## config.mk

```make
export PLATFORM = sky130hd
export DESIGN_NAME = ship_render
export DESIGN_NICKNAME = d
export VERILOG_FILES = /design/src/rtl/ship_render.sv
export SDC_FILE = /design/constraint.sdc
export NUM_CORES = 1
export LEC_CHECK = 0
export BUFFER_PORTS_ARGS = -buffer_cell sky130_fd_sc_hd__buf_4
export CORE_MARGIN = 2
export CORE_UTILIZATION = 55
export DETAILED_ROUTE_END_ITERATION = 10
export GPL_TIMING_DRIVEN = 0
export MAX_ROUTING_LAYER = met4
export PLACE_DENSITY = 0.85
export SLEW_MARGIN = 40
export SYNTH_ARGS = -nofsm -noshare
export SYNTH_HDL_FRONTEND = slang
export SYNTH_SLANG_ARGS = --single-unit
```

## constraint.sdc

```tcl
create_clock -name i_clk -period 3.75 [get_ports i_clk]
set_input_delay 0.75 -clock i_clk [delete_from_list [all_inputs] [get_ports i_clk]]
set_output_delay 0.75 -clock i_clk [all_outputs]
set_load 0.05 [all_outputs]
```

## src/rtl/ship_render.sv

```systemverilog
// Ship/bullet/target renderer with per-frame shadowed geometry, 2-strobe RGB pipeline and collision detect.
// Optional screen border colour is enabled with `define SHIP_RENDER_BORDER_EN.
`timescale 1ns/1ps

module ship_render #(
`ifdef SHIP_RENDER_BORDER_EN
   parameter int          D_WIDTH    = 640,
   parameter int          D_HEIGHT   = 480,
   parameter logic [11:0] BORDER_RGB = 12'hFFF,
`endif
   parameter logic [11:0] SHIP_RGB   = 12'h0F0,
   parameter logic [11:0] BULLET_RGB = 12'hFF0,
   parameter logic [11:0] TARGET_RGB = 12'hF00,
   parameter logic [11:0] BG_RGB     = 12'h000
) (
   input  logic        i_clk,
   input  logic        i_rst,
   input  logic        i_pix_stb,
   input  logic [11:0] i_px,
   input  logic [11:0] i_py,
   input  logic        i_active,
   input  logic        i_frame_end,
   input  logic [11:0] i_x1,
   input  logic [11:0] i_x2,
   input  logic [11:0] i_y1,
   input  logic [11:0] i_y2,
   input  logic [11:0] i_bx1,
   input  logic [11:0] i_bx2,
   input  logic [11:0] i_by1,
   input  logic [11:0] i_by2,
   input  logic        i_firing,
   input  logic [11:0] i_tx1,
   input  logic [11:0] i_tx2,
   input  logic [11:0] i_ty1,
   input  logic [11:0] i_ty2,
   output logic [11:0] o_rgb,
   output logic        o_hit,
   output logic [7:0]  o_hit_count,
   output logic        o_crash
);

   // state | meaning
   // WAIT  | after reset, output forced black until the first frame end
   // RUN   | normal rendering and collision detection
   typedef enum logic {ST_WAIT, ST_RUN} state_t;

   state_t state, state_nxt;

   logic [11:0] sx1, sx2, sy1, sy2;
   logic [11:0] sbx1, sbx2, sby1, sby2;
   logic [11:0] stx1, stx2, sty1, sty2;
   logic        s_firing;

   logic s1_valid, s1_ship, s1_bullet, s1_target, s1_active;
   logic hit_pending;
   logic run;
   logic ship_c, bullet_c, target_c, hit_c, crash_c;
   logic [11:0] rgb_nxt;

`ifdef SHIP_RENDER_BORDER_EN
   logic s1_border, border_c;
   assign border_c = (i_px == 12'd0) || (i_px == 12'(D_WIDTH - 1)) ||
                     (i_py == 12'd0) || (i_py == 12'(D_HEIGHT - 1));
`endif

   // Half-open containment; degenerate rectangles fall out naturally.
   function automatic logic in_rect(input logic [11:0] px, input logic [11:0] py,
                                    input logic [11:0] x1, input logic [11:0] x2,
                                    input logic [11:0] y1, input logic [11:0] y2);
      return (x1 <= px) && (px < x2) && (y1 <= py) && (py < y2);
   endfunction

   assign run      = (state == ST_RUN);
   assign ship_c   = in_rect(i_px, i_py, sx1, sx2, sy1, sy2);
   assign bullet_c = s_firing & in_rect(i_px, i_py, sbx1, sbx2, sby1, sby2);
   assign target_c = in_rect(i_px, i_py, stx1, stx2, sty1, sty2);
   assign hit_c    = i_pix_stb & i_active & run & bullet_c & target_c;
   assign crash_c  = i_pix_stb & i_active & run & ship_c & target_c;

   always_ff @(posedge i_clk) begin
      if (i_rst) state <= ST_WAIT;
      else       state <= state_nxt;
   end

   always_comb begin
      state_nxt = state;
      rgb_nxt   = 12'h000;
      case (state)
         ST_WAIT: begin
            if (i_frame_end) state_nxt = ST_RUN;
         end
         ST_RUN: begin
            if (s1_valid && s1_active) begin
               if (s1_bullet)      rgb_nxt = BULLET_RGB;
               else if (s1_ship)   rgb_nxt = SHIP_RGB;
               else if (s1_target) rgb_nxt = TARGET_RGB;
`ifdef SHIP_RENDER_BORDER_EN
               else if (s1_border) rgb_nxt = BORDER_RGB;
`endif
               else                rgb_nxt = BG_RGB;
            end
         end
         default: state_nxt = ST_WAIT;
      endcase
   end

   always_ff @(posedge i_clk) begin
      if (i_rst) begin
         {sx1, sx2, sy1, sy2}     <= '0;
         {sbx1, sbx2, sby1, sby2} <= '0;
         {stx1, stx2, sty1, sty2} <= '0;
         s_firing    <= 1'b0;
         s1_valid    <= 1'b0;
         s1_ship     <= 1'b0;
         s1_bullet   <= 1'b0;
         s1_target   <= 1'b0;
         s1_active   <= 1'b0;
`ifdef SHIP_RENDER_BORDER_EN
         s1_border   <= 1'b0;
`endif
         o_rgb       <= 12'h000;
         o_hit       <= 1'b0;
         o_hit_count <= 8'd0;
         o_crash     <= 1'b0;
         hit_pending <= 1'b0;
      end else begin
         // The strobe coinciding with frame end still sees the old shadows.
         if (i_frame_end) begin
            {sx1, sx2, sy1, sy2}     <= {i_x1, i_x2, i_y1, i_y2};
            {sbx1, sbx2, sby1, sby2} <= {i_bx1, i_bx2, i_by1, i_by2};
            {stx1, stx2, sty1, sty2} <= {i_tx1, i_tx2, i_ty1, i_ty2};
            s_firing <= i_firing;
         end
         if (i_pix_stb) begin
            s1_valid  <= 1'b1;
            s1_ship   <= ship_c;
            s1_bullet <= bullet_c;
            s1_target <= target_c;
            s1_active <= i_active;
`ifdef SHIP_RENDER_BORDER_EN
            s1_border <= border_c;
`endif
            o_rgb     <= rgb_nxt;
         end
         if (crash_c) o_crash <= 1'b1;
         o_hit <= 1'b0;
         if (i_frame_end && run) begin
            hit_pending <= 1'b0;
            if (hit_pending || hit_c) begin
               o_hit <= 1'b1;
               if (o_hit_count != 8'hFF) o_hit_count <= o_hit_count + 8'd1;
            end
         end else if (hit_c) begin
            hit_pending <= 1'b1;
         end
      end
   end

endmodule
```

* After elaboration in Yosys (flattened, before gate mapping)
Index checks and enable logic that the tools add are counted.
** Storage, ports and cells
- Register bits :: 174
- Bits of input ports :: 174
- Word-level logic and storage cells :: 69
** Operators by class
- Multiplexer cells :: 8
- Equal/unequal tests :: 1
- Reduce and logical (&&, ||, !) cells :: 15
- Bitwise logic cells :: 8
- $add $sub $neg :: 1
- $lt $le $gt $ge :: 12
** Operators by type and width (number)
- 12-bit <= comparator :: 6
- 12-bit < comparator :: 6
- 12-bit 2-to-1 mux :: 5
- 1-bit logical AND :: 11
- 8-bit by 1-bit adder with 8-bit output, second input constant :: 1
- 8-bit != test, second input constant :: 1
- 1-bit AND :: 7
- 2-bit OR reduction :: 2
- 1-bit 2-to-1 mux :: 3
- 3-bit AND reduction :: 1
- 1-bit logical OR :: 1
- 1-bit NOT :: 1

* Depth between registers and ports, before layout
- Word-level depth :: 9
- Gate-level depth with buffers :: 11

* Worst setup path before layout
Ideal clock, no wire load.
- Path kind :: input to register
- From :: input port i_px[1]
- To :: register o_hit_count[5]
- Setup slack :: 0.793 ns
- Arrival time :: 2.834 ns
- Stages on the path :: 11
- Path buffers :: 1
- Cells stage by stage :: inv_1 -> ha_1 -> nor2b_1 -> o211ai_1 -> a21oi_1 -> o31a_1 -> a2111oi_4 -> a31oi_1 -> buf_4 -> nor4_4 -> mux2_1
** On the way
- Word-level cells in the longest chain between the ends :: 9
** Ends and longest elaborated chain
- from (decl) :: line 19 : input logic [11:0] i_px,
- 12-bit <= comparator / 12-bit < comparator (equally long branches) :: line 70 : return (x1 <= px) && (px < x2) && (y1 <= py) && (py < y2);
- 1-bit logical AND (3 in series) :: line 70
- 1-bit AND :: line 75 : assign bullet_c = s_firing & in_rect(i_px, i_py, sbx1, sbx2, sby1, sby2);
- 1-bit AND :: line 77 : assign hit_c = i_pix_stb & i_active & run & bullet_c & target_c;
- 1-bit AND * :: line 77
- 1-bit logical OR * :: line 149 : if (hit_pending || hit_c) begin
- 3-bit AND reduction (no line) *
- to (signal assigned) :: line 151 : if (o_hit_count != 8'hFF) o_hit_count <= o_hit_count + 8'd1;
- to (decl) :: line 38 : output logic [7:0] o_hit_count,
Mark *: on every way between the ends. The rest lies on a longest branch, timed or not.
A chain may end at the register's enable or synchronous reset.

* Worst setup path in the final report
- From :: input port i_px[9]
- To :: register o_hit_count[5]
Same word-level chain as after synthesis.

==> impl_metrics.ini <==
[min_path]
hold_path.class = flop to flop
hold_path_depth = 2

[sta]
whs_ns = 0.472
rsz0062_at_grt = no
skew_ns = 0.00633
slew-limit-headroom_pct = 44.2
fin_ws_ns = 0.410
tightest_slew_ns = 0.836
drv_slew = 0
tns_ns = 0
period_needed_ns = 3.34
finalCritPeriodShare_pct = 89.1
max_freq_mhz = 299
finalSetupViolCount = 0
hold_violations = 0

[synthesis]
synth_edf_count = 0
synth_simple_gate_area_share_pct = 13.2
synthMuxAreaShare_pct = 16.2
synth_top_family_by_area = adder cells
synth_fa_ha_area_share_pct = 18.9
yosys.area_share.xor_xnor_pct = 0
synth_warnings = 0
synthArstFlopShare_pct = 0
ys_dominant_reg_cell = dfxtp_1
ys_seq_area_share_pct = 35.7
synth_seq_cells = 164
syn_inst = 1008
avgSynthCellArea_um2 = 9.13
synth-compound-area-share_pct = 9.53
synth.distinct_cells = 46
synth_area_um2 = 9210

[global_routing]
grt_pass1_vias = 7991
antenna_found_initial = 1
grt.overflow.total = 0
grt_pass1_wl_mm = 39.4
grt_start_max_net_pins = 17
grt_usage_pct = 29.3

[clock_network]
cts_tree = done
post_cts_buffers = 0
clk_latency_ns = 0.43
cts_buffers = 17
post_cts_resized = 0
clk_path_buf_depth = 2
hold_buffers = 0
path_clk_slew_ns = 0.06
cts_root_buffer = clkbuf_16
clock_sinks = 164
htreeDepth = 4

[route]
postRouteAntennaNets = 0
drt-initial-drc-count = 590
via_per_inst = 5.45
drc = 0
drt_first_pass_iters = 5
drt-total-wl_mm = 24.7
vias = 7914
drt-wirelength-per-cell_um = 17.0

[worst_setup_path]
worst-r2r-cell-count = 11
startpoint_type = input port
worstSetupPathType = input port to flop
path_max_fanout = 10
cp_data_arrival_time_ns = 3.66
critPathRequiredTime_ns = 4.07
cp-end-kind = flop

[cells_and_area]
layoutNonFillerInstCount = 1452
drive_gt1_share_pct = 19.3
areaGrowthSynthToFinish_pct = 24.8
stdcell_area_um2 = 11500
utilization_pct = 69.8
final_cell_mix = 200 x buf_4, 166 x nor2_1, 164 x dfxtp_1
finalNetCount = 1532
mostFrequentLayoutCell = buf_4

[floorplanning]
ioPinCount = 196
num_rows = 47
die_h_um = 133
core_area_um2 = 16500
die_w_um = 133
die_area_um2 = 17800
start_util_pct = 55.9

[run]
drv_cap = 0

[placement]
numPortBuffers = 189
dp.cells = 1420
dp_slack_ns = 0.0717
dpl_cell_area_um2 = 10900
dpl.hpwl_mm = 19.4
gp_congestion = 0.921

[pwr]
ir_worst_vdd_mv = 0.353
power.total_mw = 4.38
p_leak_nw = 5.66
cellPowerDensity_nw_per_um2 = 381

[run_status]
status = finished clean
## worst paths after layout
path                               start        endpoint  slack [ns]
worst max-delay path             i_px[9]  o_hit_count[5]        0.41
worst min-delay path            s1_valid        s1_valid        0.47
worst max register to register   sbx2[9]  o_hit_count[5]        0.51
worst min register to register  s1_valid        s1_valid        0.47
## metal layers
layer  GRT usage, %  wire length, um  share of wire (%)  vias up
li1               -                -                  -     3915
met4           13.6              889                3.6        0
met1           35.5            10500                 43     3659
met5              -                0                  0        -
met3           6.47             1880                7.6       61
met2           46.7            11400                 46      279
## cell families after synthesis
family / after synthesis
AO/OA/AOI/OAI: 137
adder cells (fa/ha/maj): 139
buffers and inverters: 147
flip-flops: 164
multiplexers: 149
other: 1
AND/OR/NAND/NOR: 271
## critical path, cell delays in order
cell,delay [ns]
buf_4,0.14
ha_1,0.31
a211oi_1,0.22
o211ai_1,0.13
a21oi_1,0.23
o211ai_1,0.18
nor4_1,0.65
a31oi_1,0.25
buf_4,0.23
nor4_4,0.23
mux2_1,0.35
## Yosys cell counts, drive strengths merged, types with 3 or more instances
cell    count  area share [%]
nor2b      10            0.68
o21ai      23             1.3
mux2i     148              16
nand2b     10            0.68
nand2      26             1.1
a211o       3            0.29
buf        27             1.5
o31ai       3            0.24
o21a        3            0.24
nor2      166             6.8
ha        139              19
nand3      12            0.65
a211oi      7            0.63
clkbuf     21            0.86
or4         4            0.33
a31oi       5            0.34
a21oi      52             2.8
a21o       21             1.7
or3         3            0.20
nor3        8            0.43
o211ai      8            0.65
dfxtp     164              36
and3        3            0.20
nand4      23             1.6
inv        99             4.0
## report_power, final
group	switching (mW)	internal, mW
clock	0.711	0.998
combinational	0.405	0.373
sequential	0.0550	1.84
total	1.17	3.21
## final cells by class
type,instances,area (um^2)
buffer,48,225
sequential,164,3280
clock inverter,7,71.3
timing repair buffer,189,1420
fill,1286,4970
multi-input combinational,700,5340
tap,220,275
clock buffer,24,502
antenna,1,2.50
inverter,99,372
Power figures use the tool's default switching activity.
